## src/rtl/fb_pkg.sv

```systemverilog
// Shared constants and types for the frame-buffer port arbiter.
// Covers the VGA timing, the 320x240 RGB444 buffer geometry and the clear-engine FSM states.
package fb_pkg;

  localparam int H_ACTIVE = 640;
  localparam int H_TOTAL  = 800;
  localparam int V_ACTIVE = 480;
  localparam int V_TOTAL  = 525;
  localparam int FB_W     = 320;
  localparam int FB_H     = 240;
  localparam int FB_WORDS = FB_W * FB_H;  // 76800
  localparam int AW       = 17;
  localparam int DW       = 12;

  // Last even column that still needs a read one pair ahead, and the blanking
  // column where the first pair of the next line is fetched.
  localparam int H_LAST_RD  = H_ACTIVE - 2;  // reads issued for h_cnt < 638
  localparam int H_PREFETCH = H_TOTAL - 2;   // 798

  typedef enum logic [0:0] {
    IDLE  = 1'b0,
    CLEAR = 1'b1
  } fb_state_e;

  // Linear buffer address of (row, col): row*320 + col.
  function automatic logic [AW-1:0] fb_addr(input logic [8:0] row, input logic [8:0] col);
    return AW'(row) * AW'(FB_W) + AW'(col);
  endfunction

endpackage

```

## src/rtl/fb_wpost_fifo.sv

```systemverilog
// 4-entry write-posting FIFO holding {address, data} pairs for the drawing-engine port.
// Only compiled into the design when FB_WPOST_EN is defined; the default build has no FIFO.
`ifdef FB_WPOST_EN
module fb_wpost_fifo #(
  parameter int W     = 29,
  parameter int DEPTH = 4
) (
  input  logic         clk,
  input  logic         rst,
  input  logic         push,
  input  logic [W-1:0] din,
  input  logic         pop,
  output logic [W-1:0] dout,
  output logic         full,
  output logic         empty
);

  localparam int PW = $clog2(DEPTH);

  logic [W-1:0] mem [DEPTH];
  logic [PW-1:0] wp;
  logic [PW-1:0] rp;
  logic [PW:0]   cnt;
  logic          do_push;
  logic          do_pop;

  assign full    = (cnt == (PW+1)'(DEPTH));
  assign empty   = (cnt == '0);
  assign do_push = push && !full;
  assign do_pop  = pop && !empty;
  assign dout    = mem[rp];

  // Storage array: written on accepted pushes, never reset.
  always_ff @(posedge clk) begin
    if (do_push) mem[wp] <= din;
  end

  // Pointer and occupancy bookkeeping.
  always_ff @(posedge clk or negedge rst) begin
    if (!rst) begin
      wp  <= '0;
      rp  <= '0;
      cnt <= '0;
    end else begin
      if (do_push) wp <= wp + 1'b1;
      if (do_pop)  rp <= rp + 1'b1;
      case ({do_push, do_pop})
        2'b10:   cnt <= cnt + 1'b1;
        2'b01:   cnt <= cnt - 1'b1;
        default: cnt <= cnt;
      endcase
    end
  end

endmodule
`endif

```

## src/rtl/fb_port_arbiter.sv

```systemverilog
// Single-port frame-buffer BRAM scheduler on the 25 MHz pixel clock.
// Display prefetch owns every even active column (and h_cnt=798 ahead of a visible line);
// all other cycles are free slots, given first to the clear engine, then to the writer.
// Optional macro FB_WPOST_EN: places a 4-entry write-posting FIFO in front of the writer.
//
// Writer handshake: wr_req is held with wr_addr/wr_data stable until the cycle in which
// wr_ack is high; that cycle is the transfer. The writer must drop or change its request
// in the following cycle, otherwise it is treated as a new transfer.
module fb_port_arbiter
  import fb_pkg::*;
(
  input  logic          clk,
  input  logic          rst,
  input  logic [9:0]    h_cnt,
  input  logic [9:0]    v_cnt,
  input  logic          valid,
  output logic [DW-1:0] pixel,
  output logic [AW-1:0] ram_addr,
  output logic          ram_we,
  output logic [DW-1:0] ram_din,
  input  logic [DW-1:0] ram_dout,
  input  logic          wr_req,
  input  logic [AW-1:0] wr_addr,
  input  logic [DW-1:0] wr_data,
  output logic          wr_ack,
  input  logic          clr_start,
  input  logic [DW-1:0] clr_color,
  output logic          clr_busy,
  output fb_state_e     dbg_state
);

  fb_state_e     state;
  logic [AW-1:0] clr_cnt;
  logic [DW-1:0] clr_col;
  logic          rd_pend;
  logic [DW-1:0] pix_reg;

  logic [9:0]    next_line;
  logic          disp_act;
  logic          disp_pre;
  logic          disp_slot;
  logic          free_slot;
  logic [AW-1:0] disp_addr;
  logic          clr_wr;

  // Writer-side candidate for the current free slot.
  logic          wr_ack_c;
  logic          wr_we;
  logic [AW-1:0] w_addr;
  logic [DW-1:0] w_data;

  assign next_line = (v_cnt == 10'(V_TOTAL - 1)) ? 10'd0 : v_cnt + 10'd1;
  assign disp_act  = valid && !h_cnt[0] && (h_cnt < 10'(H_LAST_RD));
  assign disp_pre  = (h_cnt == 10'(H_PREFETCH)) && (next_line < 10'(V_ACTIVE));
  assign disp_slot = disp_act || disp_pre;
  assign free_slot = !disp_slot;
  assign disp_addr = disp_pre ? fb_addr(next_line[9:1], 9'd0)
                              : fb_addr(v_cnt[9:1], h_cnt[9:1] + 9'd1);
  assign clr_wr    = (state == CLEAR) && free_slot;
  assign clr_busy  = (state == CLEAR);
  assign dbg_state = state;
  assign pixel     = valid ? pix_reg : '0;

`ifdef FB_WPOST_EN
  logic              fifo_full;
  logic              fifo_empty;
  logic              fifo_push;
  logic              fifo_pop;
  logic [AW+DW-1:0]  fifo_q;

  // Acceptance only depends on space; out-of-range writes are acked but never queued.
  assign wr_ack_c  = wr_req && !fifo_full;
  assign fifo_push = wr_ack_c && (wr_addr < AW'(FB_WORDS));
  assign fifo_pop  = free_slot && (state == IDLE) && !fifo_empty;
  assign wr_we     = fifo_pop;
  assign w_addr    = fifo_q[AW+DW-1:DW];
  assign w_data    = fifo_q[DW-1:0];

  fb_wpost_fifo #(.W(AW + DW), .DEPTH(4)) u_wpost_fifo (
    .clk   (clk),
    .rst   (rst),
    .push  (fifo_push),
    .din   ({wr_addr, wr_data}),
    .pop   (fifo_pop),
    .dout  (fifo_q),
    .full  (fifo_full),
    .empty (fifo_empty)
  );
`else
  logic wr_grant;

  // Direct handshake: the writer is served only in a free slot the clear engine leaves alone.
  assign wr_grant = free_slot && (state == IDLE) && wr_req;
  assign wr_ack_c = wr_grant;
  assign wr_we    = wr_grant && (wr_addr < AW'(FB_WORDS));
  assign w_addr   = wr_addr;
  assign w_data   = wr_data;
`endif

  // RAM port mux: display read > clear write > writer; everything quiet while in reset.
  always_comb begin
    ram_addr = '0;
    ram_we   = 1'b0;
    ram_din  = '0;
    wr_ack   = 1'b0;
    if (rst) begin
      wr_ack = wr_ack_c;
      if (disp_slot) begin
        ram_addr = disp_addr;
      end else if (clr_wr) begin
        ram_addr = clr_cnt;
        ram_we   = 1'b1;
        ram_din  = clr_col;
      end else if (wr_we) begin
        ram_addr = w_addr;
        ram_we   = 1'b1;
        ram_din  = w_data;
      end
    end
  end

  // Clear engine FSM: one word per free slot, back to IDLE after the last word.
  always_ff @(posedge clk or negedge rst) begin
    if (!rst) begin
      state   <= IDLE;
      clr_cnt <= '0;
      clr_col <= '0;
    end else if (state == IDLE) begin
      if (clr_start) begin
        state   <= CLEAR;
        clr_cnt <= '0;
        clr_col <= clr_color;
      end
    end else if (clr_wr) begin
      if (clr_cnt == AW'(FB_WORDS - 1)) begin
        state   <= IDLE;
        clr_cnt <= '0;
      end else begin
        clr_cnt <= clr_cnt + 1'b1;
      end
    end
  end

  // Display pipeline: RAM data of a read slot is captured one cycle later into pix_reg.
  always_ff @(posedge clk or negedge rst) begin
    if (!rst) begin
      rd_pend <= 1'b0;
      pix_reg <= '0;
    end else begin
      rd_pend <= disp_slot;
      if (rd_pend) pix_reg <= ram_dout;
    end
  end

endmodule
```

## config.mk

```make
export PLATFORM = sky130hd
export DESIGN_NAME = fb_port_arbiter
export DESIGN_NICKNAME = d
export VERILOG_FILES = /design/src/rtl/fb_pkg.sv /design/src/rtl/fb_wpost_fifo.sv /design/src/rtl/fb_port_arbiter.sv
export SDC_FILE = /design/constraint.sdc
export NUM_CORES = 1
export LEC_CHECK = 0
export CAP_MARGIN = 15
export CORE_ASPECT_RATIO = 2
export CORE_MARGIN = 4
export CORE_UTILIZATION = 49
export DETAILED_ROUTE_END_ITERATION = 8
export PLACE_DENSITY_LB_ADDON = 0.08
export SLEW_MARGIN = 20
export SYNTH_ARGS = -nofsm -noshare
export SYNTH_HDL_FRONTEND = slang
export SYNTH_SLANG_ARGS = --single-unit
export TNS_END_PERCENT = 10
```

## constraint.sdc

```tcl
create_clock -name clk -period 4.5 [get_ports clk]
set_input_delay 0.9 -clock clk [delete_from_list [all_inputs] [get_ports clk]]
set_output_delay 0.9 -clock clk [all_outputs]
set_load 0.02 [all_outputs]
```

==> results of run 1 <==
-- power by group through the flow --
stage	logic (mW)	clock network (mW)	registers, mW
after global routing	0.887	0.488	0.532
after detailed placement	0.772	0	0.528
after global placement	0.752	0	0.521
after floorplan	0.386	0	0.504
final	0.827	0.473	0.527
after CTS	0.796	0.475	0.522
-- layout make-up --
cell class              instances  area [um^2]
flip-flops and latches         43         1080
well taps                      98          123
clock inverters                 2         60.1
fillers                       599         1640
clock buffers                   6          129
repair buffers                235         2000
multi-input cells             425         3190
inverters                      20         80.1
-- layer usage --
layer | vias up | track usage, % | part of all wire (%)
met5 | - | 0 | 0
met4 | 0 | 24.7 | 8.3
met3 | 85 | 3.77 | 6.0
met2 | 282 | 59.1 | 53
met1 | 2432 | 32.2 | 33
li1 | 2309 | - | -
-- per-stage QoR --
stage | cell area, um^2 | utilization, % | setup TNS, ns
after floorplan | 4180 | - | 0
final | 6660 | 80.3 | -0.155
after global routing | 6660 | 80.3 | -1.09
after global placement | 6210 | 75.0 | -20.33
after CTS | 6560 | 79.1 | -0.121
after detailed placement | 6210 | 75.0 | -21.57
-- cell families after synthesis --
group / after synthesis / synth area share [%]
and+or+nand+nor: 214 / 25.5
AOI/OAI and AO/OA: 130 / 22.5
buffers and inverters: 45 / 4.52
DFF: 43 / 25.8
adders and majority gates: 38 / 11.9
xor gates and xnor gates: 29 / 6.08
muxes: 14 / 3.71
-- repair_timing --
item / 4_1_cts / 5_1_grt
resized for setup: 153 / 36
setup buffers: 6 / 1
setup endpoints to repair: 31 / 19
pin swaps: 30 / 31
-- tightest hold or removal path, cell delays in order (launching register included) --
cell and delay, ns:
dfrtp_1 0.34, nand2_1 0.05, nand2_1 0.06
-- worst paths after layout --
path / from / to / slack [ns]
setup / recovery: v_cnt[7] / ram_addr[16] / -0.08
hold / removal: clr_col[11] / clr_col[11] / 0.48
setup reg to reg: clr_cnt[0] / clr_cnt[13] / 1.71
hold reg to reg: clr_col[11] / clr_col[11] / 0.48
max in group asynchronous: rst / pix_reg[8] / 3.25
min in group asynchronous: rst / pix_reg[0] / 0.55
-- cells in the final DEF (no fill, tap or decap), drive strengths merged, types with 4 or more instances in the layout --
| cell type | n |
|---|---|
| nand2 | 74 |
| nor2 | 44 |
| xor2 | 12 |
| xnor2 | 17 |
| clkbuf | 10 |
| nor2b | 8 |
| clkdlybuf4s50 | 74 |
| nor3 | 9 |
| o31ai | 4 |
| o211ai | 6 |
| nor3b | 6 |
| mux2 | 12 |
| dfrtp | 43 |
| dlygate4sd2 | 16 |
| a22oi | 16 |
| nand2b | 6 |
| ha | 35 |
| a21oi | 19 |
| a211oi | 9 |
| o21bai | 4 |
| nor4bb | 4 |
| clkdlybuf4s15 | 8 |
| a221oi | 13 |
| nand4 | 7 |
| buf | 130 |
| o21ai | 27 |
| inv | 20 |
| nand3 | 23 |
| a21o | 4 |
| and2 | 16 |
==> metrics.md, run 1 <==
| Metric | Value |
|---|---|
| Max Clock Skew | 0.00454 ns |
| Finish-stage setup viols | 3 |
| Hold Path Stages | 2 |
| Root Driver | clkbuf_16 |
| Core box area | 8290 um^2 |
| Clock-pin transition on the worst setup and hold timing paths | 0.06 ns |
| Cell taking the most area after synthesis | dfrtp_1 |
| Top FF cell, synth | dfrtp_1 |
| Cell Pwr Density | 275 nW/um^2 |
| Vias per Instance | 6.16 |
| Status | finished, violations left |
| GRT Total Usage | 32.8% |
| Routability congestion estimate | 1.01 |
| Worst rel slew slack | 38.1% |
| Combinational Power Share | 45.3% |
| CP arrival | 3.68 ns |
| Vias post-DR | 5,108 |
| I/O pins | 123 |
| Clock Power Share | 25.9% |
| DRT iter0 DRCs | 289 |
| Post-synth EDFFs | 0 |
| Max Slew Vio Count | 0 |
| Kind of critical path | in2out |
| FF+latch count, synth | 43 |
| Non-Filler Instances | 829 |
| Cell internal pwr | 1.19 mW |
| Async set or reset register ratio after synthesis | 100% |
| Clock Latency Late Sink | 0.29 ns |
| Post-route setup slack | -0.0779 ns |
| Most area-consuming cells after synthesis | dfrtp_1 (26%), ha_1 (10%), nand2_1 (6.6%) |
| Synthesized instance count | 513 |
| DR pass1 iterations | 5 |
| Cell family with most CP delay | compound AO/OA/AOI/OAI gates |
| Die area | 10,200 um^2 |
| Synth-to-Final Area Change | 59.3% |
| DPL Wire Length | 13,300 um |
| Die W | 73.3 um |
| Stages on the worst setup path | 14 |
| Initial antenna violation count | 0 |
| P_sw | 635 uW |
| Top fanout value on the critical path | 3 |
| Fmax | 218 MHz |
| Pre-CTS setup slack | -1.04 ns |
| First-pass GRT wire length | 25,500 um |
| Avg Inst Size Synth | 8.14 um^2 |
| # DRC | 0 |
| Yosys top cell area share | 25.8% |
| Die height | 139 um |
| Switching Share | 34.7% |
| Nets | 846 |
| CTS Sinks | 43 |
| Hold WS | 0.483 ns |
| Layout cells sized above 1 | 28.6% |
| Synth cell types | 67 |
| Worst hold path class | reg2reg |
| VDD IR max | 153 uV |
| Critical-path top delay cell | o211ai_1 |
| Count leader, synth | nand2_1 |
| Htree depth | 2 |
| Failing checks | setup timing |
| Hold buffer count at cts | 0 |
| Final Hold Fails | 0 |
| Fin crit period | 4.58 ns |
| Inst Count DP | 814 |
| CP bufs+invs | 5 |
| Antenna-violating nets left | 0 |
| Row cnt | 47 |
| Worst Max-Slew Pin Slew | 0.925 ns |
| R2R depth | 8 |
| Synth Net Count | 629 |
| Synthesized area | 4180 um^2 |
| Gr ovfl total | 0 |
| Worst Setup End Kind | primary output |
| Max-cap viol count | 0 |
| Register area share after synthesis | 25.8% |
| Most frequent cells after synthesis | nand2_1 (73), dfrtp_1 (43), nor2_1 (43) |
| Critical path's largest stage delay | 0.32 ns |
| Final Power | 1.83 mW |
| Ant. Diodes | 0 |
| IO buf count | 122 |
| Fin crit share | 102% |
| TritonCTS Buffers | 5 |
| Most frequent CP cell | buf_4 |
| Cell chain of the critical path | dlygate4sd2_1, buf_4, ha_1, ha_1, buf_4, o21a_1, and2_1, o211ai_1, buf_4, nand4_1, o211a_1, o31ai_2, o21ai_1, buf_4 |
| Initial core utilization | 50.4% |
| Routed WL | 16,900 um |
| Bufs on Longest Clock Path | 2 |
| Synth warn | 0 |
| Largest register FFs | 17 |
| Worst Path Required | 3.60 ns |
| Sequential share of power | 28.9% |
| Routed len/inst | 20.4 um |
| Vias in the first global route | 5,123 |
| Startpoint types | primary input |
| Unrepaired setup endpoints after global routing | true |
| LEAKAGE | 3.00 nW |
| Largest net degree at the start of global routing | 61 |
| CTS tree | yes |
No activity file was read; power rests on OpenSTA's default activity.
==> inputs of run 2 (changes only) <==
Settings changed: TNS_END_PERCENT 10 to not set.
==> metrics.md, run 2 (synthesized netlist as in run 1, its figures left out) <==
| Metric | Value |
|---|---|
| Clock Latency Late Sink | 0.29 ns (about the same) |
| Die W | 73.3 um (unchanged) |
| Most frequent cells in the layout | buf_4 (120), clkdlybuf4s50_1 (74), nand2_1 (71) |
| Critical-path top delay cell | a311o_1 |
| Max Clock Skew | 0.00366 ns (-0.000886 ns) |
| CP arrival | 3.67 ns (about the same) |
| Failing checks | setup timing |
| DPL Wire Length | 13,300 um (unchanged) |
| Routed len/inst | 20.3 um (-0.54%) |
| I/O pins | 123 (unchanged) |
| Startpoint types | primary input |
| Hold WS | 0.482 ns (-0.00105 ns) |
| Initial antenna violation count | 0 (unchanged) |
| Clock-pin transition on the worst setup and hold timing paths | 0.06 ns (about the same) |
| Initial core utilization | 50.4% (unchanged) |
| # DRC | 0 (unchanged) |
| Finish-stage setup viols | 7 (+4) |
| M1 WL | 5650 um (+2.0%) |
| Top fanout value on the critical path | 5 (+2) |
| DRT iter0 DRCs | 357 (+24%) |
| VDD IR max | 155 uV (+1.4%) |
| Layout cells sized above 1 | 30.7% (+2.1 points) |
| Max Slew Vio Count | 0 (unchanged) |
| Non-Filler Instances | 837 (+0.97%) |
| Worst hold path class | reg2reg |
| Ant. Diodes | 0 (unchanged) |
| Cell Pwr Density | 272 nW/um^2 (-0.85%) |
| Largest net degree at the start of global routing | 61 (unchanged) |
| CTS tree | yes |
| Core box area | 8290 um^2 (unchanged) |
| Worst Max-Slew Pin Slew | 0.881 ns (-0.0441 ns) |
| IO buf count | 122 (unchanged) |
| Routability congestion estimate | 1.01 (unchanged) |
| Placed Instance Area | 6210 um^2 (unchanged) |
| GRT Total Usage | 32.4% (-0.41 points) |
| CTS Sinks | 43 (unchanged) |
| Post-route setup slack | -0.0698 ns (+0.00814 ns) |
| Synth-to-Final Area Change | 61.2% |
| Routed WL | 17,000 um (+0.42%) |
| TritonCTS Buffers | 5 (unchanged) |
| Inst Count DP | 814 (unchanged) |
| Vias per Instance | 6.08 (-1.3%) |
| Die height | 139 um (unchanged) |
| Root Driver | clkbuf_16 |
| Fmax | 219 MHz (+0.18%) |
| Status | finished, violations left |
| Fin crit share | 102% (-0.18 points) |
| First-pass GRT wire length | 25,200 um (-0.86%) |
| Post-route design area | 6730 um^2 (+1.2%) |
| DR pass1 iterations | 5 (unchanged) |
| Row cnt | 47 (unchanged) |
| Largest register FFs | 17 (unchanged) |
| Vias post-DR | 5,091 (-0.33%) |
| Cell family with most CP delay | compound AO/OA/AOI/OAI gates |
| Kind of critical path | in2out |
| Worst rel slew slack | 41.1% (+3.0 points) |
| Max-cap viol count | 0 (unchanged) |
| Wire length on met2 | 9010 um (+0.24%) |
| LEAKAGE | 3.06 nW (+1.9%) |
| Nets | 854 (+0.95%) |
| Filler cell count | 584 (-2.5%) |
| Top Layer Used | met4 |
| Final Hold Fails | 0 (unchanged) |
| Cell chain of the critical path | buf_2, buf_4, nand3_2, buf_4, o311a_1, a311o_1, buf_4, buf_6, a311oi_4, nor2_4, buf_6, clkinv_8, buf_2, a221o_1, o2111a_1, buf_6 |
| Worst Setup End Kind | primary output |
| Metal3 WL | 973 um (-3.9%) |
| Hold buffer count at cts | 0 (unchanged) |
| Antenna-violating nets left | 0 (unchanged) |
| Htree depth | 2 (unchanged) |
| Fin crit period | 4.57 ns (-0.00814 ns) |
| Vias in the first global route | 5,094 (-0.57%) |
| Bufs on Longest Clock Path | 2 (unchanged) |
| Die area | 10,200 um^2 (unchanged) |
| Gr ovfl total | 0 (unchanged) |
| Most common cell after layout, fill and taps aside | buf_4 |
| CP bufs+invs | 9 (+4) |
| Critical path's largest stage delay | 0.36 ns (+0.04 ns) |
| Unrepaired setup endpoints after global routing | true |
| Worst Path Required | 3.60 ns (about the same) |
[run 2: per-stage QoR]
stage	power, mW	TNS (ns)	worst slack (ns)	utilization (%)
2_1_floorplan	0.890	0	0.00627	-
3_3_place_gp	1.27	-20.33	-1.02	75.0
3_5_place_dp	1.30	-21.57	-1.04	75.0
4_1_cts	1.79	-0.0819	-0.0819	78.9
5_1_grt	1.91	-0.993	-0.230	81.2
6_report	1.83	-0.257	-0.0698	81.2
[run 2: worst paths after layout]
check                                 start           end  slack [ns]  cells after the start
worst max-delay path               v_cnt[4]  ram_addr[13]       -0.07                     16
worst min-delay path            clr_col[11]   clr_col[11]        0.48                      2
worst max register to register   clr_cnt[0]   clr_cnt[13]        1.76                      8
worst min register to register  clr_col[11]   clr_col[11]        0.48                      2
max in group asynchronous               rst    clr_col[9]        3.23                      2
min in group asynchronous               rst    pix_reg[0]        0.57                      1
[run 2: final cells by class]
cell class              count  area (um^2)  share of cell area (%)
multi-input cells         425         3200                    47.5
inverters                  20         87.6                    1.30
clock buffers               6          129                    1.91
flip-flops and latches     43         1080                    16.0
clock inverters             2         60.1                   0.892
well taps                  98          123                    1.82
repair buffers            243         2060                    30.6
[run 2: per-layer routing]
layer,vias to the layer above,global-route usage [%]
met5,-,0
met4,0,25.4
met3,76,3.19
met2,278,58.0
met1,2411,32.1
li1,2326,-
[run 2: what timing repair did]
item	CTS	global route
setup endpoints to repair	31	19
gates resized for setup	156	62
pin swaps	36	23
buffers inserted	7	10
hold endpoints to repair	0	0
[run 2: where the power goes]
group	switching, mW	internal (mW)	total [mW]
Clock	0.154	0.318	0.473
Sequential	0.0753	0.452	0.527
Combinational	0.407	0.426	0.833
[run 2: tightest hold or removal path: cells and delay by family, from the launching register on]
family / cells / cell delay, ns
flops: 1 / 0.34
simple gates: 2 / 0.11
